[config.mk]
export PLATFORM = sky130hd
export DESIGN_NAME = sap1_datapath
export DESIGN_NICKNAME = d
export VERILOG_FILES = /design/src/rtl/sap1_datapath.sv
export SDC_FILE = /design/constraint.sdc
export NUM_CORES = 1
export LEC_CHECK = 0
export ABC_AREA = 1
export CORE_ASPECT_RATIO = 0.7
export CORE_MARGIN = 3
export CORE_UTILIZATION = 40
export DETAILED_ROUTE_END_ITERATION = 12
export PLACE_DENSITY = 0.63
export SLEW_MARGIN = 15
export SYNTH_ARGS = -nofsm -noshare
export SYNTH_HDL_FRONTEND = slang
export SYNTH_SLANG_ARGS = --single-unit
[constraint.sdc]
create_clock -name clk_i -period 4.25 [get_ports clk_i]
set_input_delay 1.0625 -clock clk_i [delete_from_list [all_inputs] [get_ports clk_i]]
set_output_delay 1.0625 -clock clk_i [all_outputs]
set_load 0.05 [all_outputs]
[src/rtl/sap1_datapath.sv]
// SAP-1 datapath: shared bus, PC, MAR, 16x8 RAM, IR, A, B, adder/subtractor and OUT,
// driven by the sequencing controller's strobes, plus a host RAM programming port.
module sap1_datapath #(
  parameter int unsigned DATA_W = 8,
  parameter int unsigned ADDR_W = 4
) (
  input  logic              clk_i,
  input  logic              reset_i,
  input  logic              pc_en_i,
  input  logic              pc_inc_i,
  input  logic              mem_load_i,
  input  logic              mem_en_i,
  input  logic              ins_load_i,
  input  logic              ins_en_i,
  input  logic              a_load_i,
  input  logic              a_en_i,
  input  logic              adder_sub_i,
  input  logic              adder_en_i,
  input  logic              b_load_i,
  input  logic              output_load_i,
  input  logic              prog_we_i,
  input  logic [ADDR_W-1:0] prog_addr_i,
  input  logic [DATA_W-1:0] prog_data_i,
  output logic [3:0]        opcode_o,
  output logic [DATA_W-1:0] out_o,
  output logic [DATA_W-1:0] bus_o,
  output logic              carry_o,
  output logic              bus_conflict_o
);

  localparam int unsigned DEPTH  = 2 ** ADDR_W;
  localparam int unsigned OPC_W  = 4;
  localparam int unsigned OPND_W = DATA_W - OPC_W;

  logic [ADDR_W-1:0] pc;
  logic [ADDR_W-1:0] mar;
  logic [DATA_W-1:0] ir;
  logic [DATA_W-1:0] a_reg;
  logic [DATA_W-1:0] b_reg;
  logic [DATA_W-1:0] ram [DEPTH];

  logic [DATA_W-1:0] b_operand;
  logic [DATA_W:0]   sum;
  logic [DATA_W-1:0] bus;
  logic [4:0]        en_vec;
  logic              multi_en;

  // Subtract is A + ~B + 1, so the ninth bit reads as "no borrow".
  always_comb begin
    b_operand = adder_sub_i ? ~b_reg : b_reg;
    sum       = {1'b0, a_reg} + {1'b0, b_operand} + (DATA_W+1)'(adder_sub_i);
  end

  // Fixed-priority bus mux; an idle bus reads as zero.
  always_comb begin
    bus = '0;
    if (pc_en_i)         bus = DATA_W'(pc);
    else if (mem_en_i)   bus = ram[mar];
    else if (ins_en_i)   bus = DATA_W'(ir[OPND_W-1:0]);
    else if (a_en_i)     bus = a_reg;
    else if (adder_en_i) bus = sum[DATA_W-1:0];
  end

  always_comb begin
    en_vec   = {pc_en_i, mem_en_i, ins_en_i, a_en_i, adder_en_i};
    multi_en = ($countones(en_vec) > 1);
  end

  // Architectural registers; every load samples the pre-edge bus.
  always_ff @(posedge clk_i) begin
    if (!reset_i) begin
      pc             <= '0;
      mar            <= '0;
      ir             <= '0;
      a_reg          <= '0;
      b_reg          <= '0;
      out_o          <= '0;
      bus_conflict_o <= 1'b0;
    end else begin
      if (pc_inc_i)      pc    <= pc + ADDR_W'(1);
      if (mem_load_i)    mar   <= bus[ADDR_W-1:0];
      if (ins_load_i)    ir    <= bus;
      if (a_load_i)      a_reg <= bus;
      if (b_load_i)      b_reg <= bus;
      if (output_load_i) out_o <= bus;
      if (multi_en)      bus_conflict_o <= 1'b1;
    end
  end

  // Host write port is independent of reset; reads see old data on a same-edge write.
  always_ff @(posedge clk_i) begin
    if (prog_we_i) ram[prog_addr_i] <= prog_data_i;
  end

  assign opcode_o = ir[DATA_W-1 -: OPC_W];
  assign bus_o    = bus;
  assign carry_o  = sum[DATA_W];

endmodule
==> impl_metrics.yaml <==
sta:
  grt_setup_unrepaired: "yes"
  worstMarginPinSlew_ns: 1.05
  finalSetupViolations: 0
  fin_crit_sh_pct: 97.2
  slew_viol_final: 0
  relSlewSlack_pct: 29.4
  fin_skew_ns: 0.00623
  hold_viol_final: 0
  fmax_ghz: 0.242
  fin_tns_setup_ns: 0
  fin_crit_ns: 4.13
route:
  vias_per_cell: 5.20
  final_antenna_net_count: 0
  first_pass_iters: 5
  drcViolationCount: 0
  drt_iter0_drc: 605
  wl_um: 19000
  vias: 5656
  routedWlPerCell_um: 17.5
clock_network:
  hold_buffers: 0
  numCtsBuffers: 17
  cts.clk_slew.worst_paths_ns: 0.06
  cts_buffer_depth: 2
  htreeDepth: 4
  cts_tree: "yes"
  cts_root_buf: "clkbuf_16"
  clock_sink_count: 173
  clk_latency_ns: 0.43
floorplan:
  die_height_um: 121
  die_w_um: 170
  start_util_pct: 41.3
  pin_count: 49
  fp.coreArea_um2: 18300
  dieArea_um2: 20600
  num_rows: 41
power:
  power_density_nw_per_um2: 451
  ir_drop_mv: 0.280
  pwr-share-comb_pct: 14.3
  switching_share_pct: 25.4
  leakagePower_nw: 3.64
  intPower_mw: 3.06
  pwr-share-seq_pct: 46.3
  p_sw_mw: 1.04
  pwr-share-clk_pct: 39.4
setup_path:
  path_cells: "dlygate4sd2_1, buf_6, xor2_1, ha_1, nand2_1, or2_2, nand3_1, nand2_1, nand3_1, nand2_1, nand2_1, nand2_1, nand2_4, inv_2, buf_12"
  end_kind: "primary output"
  r2r_cells: 10
  path_class: "input port to primary output"
  critPathArrivalTime_ns: 3.07
  startpoint_type: "input port"
  reg2reg_to: "a_reg[0]"
  cp_slowest_stage_delay_ns: 0.31
  crit_path_top_delay_cell: "ha_1"
  r2r_setup_slack_ns: 1.96
  required_ns: 3.19
  crit_family: "simple AND/OR/NAND/NOR gates"
  cp_common_cell: "nand2_1"
  crit_buf_inv: 4
  path_max_fanout: 8
min_path:
  hold-path-cell-count: 1
  hp-class: "register to register"
  worstHoldStart: "pc[3]"
  hold_path_end: "pc[3]"
synth:
  synth_edf_count: 128
  synth_area_leaders: "edfxtp_1, dfxtp_1, nand2_1"
  synth_top_cell_by_area: "edfxtp_1"
  seq_area_frac_synth_pct: 62.7
  yosysUniqueCellTypes: 29
  synth_common_cells: "nand2_1, edfxtp_1, nand3_1"
  synth.most_common_cell: "nand2_1"
  syn_area_per_cell_um2: 9.68
  synthesis.nets: 821
  ys_warn_count: 0
  syn_inst: 782
  netlist_area_um2: 7570
  ys_ff_latch: 173
  synthArstFlopShare_pct: 0
  yosys.area.top_type_share_pct: 50.8
  synthFlopType: "edfxtp_1"
place:
  place.gp.congestion: 0.891
  placedCellCount: 1053
  placement.io_buffers: 48
  hpwl_um: 12500
final_layout:
  top_register: "ram"
  fin_cells: 1087
  nNetsFinal: 877
  area_growth_pct: 20.3
  fillers: 1616
  drive_gt1_share_pct: 9.28
  antenna_cells: 0
  largest_reg_flops: 128
global_route:
  track_usage_pct: 19.1
  overflow: 0
  grt_pass1_vias: 5183
  grt_pass1_wl_um: 29800
  grt_start_max_net_pins: 68
  antenna_found_initial: 0
job:
  max-cap-violations: 0
outcome:
  status: "completed"
[stage by stage]
| stage | worst slack (ns) | area, um^2 | total power [mW] | hold slack [ns] | utilization [%] |
|---|---|---|---|---|---|
| floorplan | 0.215 | 7570 | 2.27 | 0.422 | - |
| global route | -0.0133 | 9110 | 4.27 | 0.510 | 49.7 |
| finish | 0.118 | 9110 | 4.11 | 0.473 | 49.7 |
| detailed placement | -0.194 | 8440 | 2.50 | 0.461 | 46.1 |
| global placement | -0.163 | 8440 | 2.50 | 0.455 | 46.1 |
| CTS | 0.130 | 9080 | 4.12 | 0.473 | 49.6 |
[cell type report]
class | count | area (um^2) | area share, %
Clock buffer | 19 | 433 | 4.75
Clock inverter | 13 | 171 | 1.88
Inverter | 59 | 221 | 2.43
Multi-Input combinational cell | 510 | 2430 | 26.7
Sequential cell | 173 | 4750 | 52.1
Tap cell | 236 | 295 | 3.24
Timing Repair Buffer | 77 | 807 | 8.86
[logic make-up after synthesis]
logic type / share of synthesized area (%)
AOI/OAI and AO/OA: 7.44
xor gates and xnor gates: 0.810
adders and majority gates: 2.18
buffers and inverters: 5.75
DFF: 62.7
and+or+nand+nor: 21.2
[metal layers]
layer	track usage (%)	vias up	share of wire, %	routed length [um]
li1	-	2763	-	-
met1	31.2	2683	51	9670
met2	24.9	194	41	7760
met3	4.20	16	6.9	1320
met4	5.57	0	1.3	254
met5	0	-	0	0
[how the worst max path moves through the flow]
stage,slack (ns),cells after the start,start,end
global placement,-0.16,17,adder_sub_i,bus_o[6]
global route,-0.01,16,adder_sub_i,bus_o[3]
detailed placement,-0.19,17,adder_sub_i,bus_o[6]
floorplan,0.21,8,adder_sub_i,carry_o
CTS,0.13,19,adder_sub_i,bus_o[7]
finish,0.12,15,adder_sub_i,bus_o[6]
[worst register-to-register path, cell delays in order (launching register included)]
cell and delay, ns:
dfxtp_1 0.62, inv_2 0.39, o21ai_0 0.21, o211ai_1 0.12
nand3_1 0.17, nand3_1 0.16, nand2_1 0.15, buf_4 0.15
nand3_1 0.09, nand2_1 0.10, inv_1 0.04
[placed cells by master (no fill, tap or decap), types with 4 or more instances in the layout]
master,n
nand3_1,107
nor2_1,102
xor2_1,6
inv_2,5
buf_12,10
clkdlybuf4s50_1,38
nand2_1,166
buf_4,26
a21oi_1,37
nor3_1,4
o211ai_1,12
inv_1,52
ha_1,9
clkbuf_16,17
dfxtp_1,44
edfxtp_1,128
o21ai_0,48
bufinv_16,4
clkinv_1,5
[timing repair]
action                     4_1_cts  5_1_grt
setup endpoints to repair        8        5
gates resized for setup         10        4
setup buffers                    2        0
pin swaps                        6        2
[power by group through the flow]
stage / combinational [mW] / clock [mW] / sequential (mW)
6_report: 0.588 / 1.62 / 1.90
4_1_cts: 0.583 / 1.64 / 1.90
5_1_grt: 0.647 / 1.72 / 1.90
2_1_floorplan: 0.327 / 0 / 1.94
3_5_place_dp: 0.570 / 0 / 1.93
3_3_place_gp: 0.568 / 0 / 1.93
No activity file was read; power rests on OpenSTA's default activity.
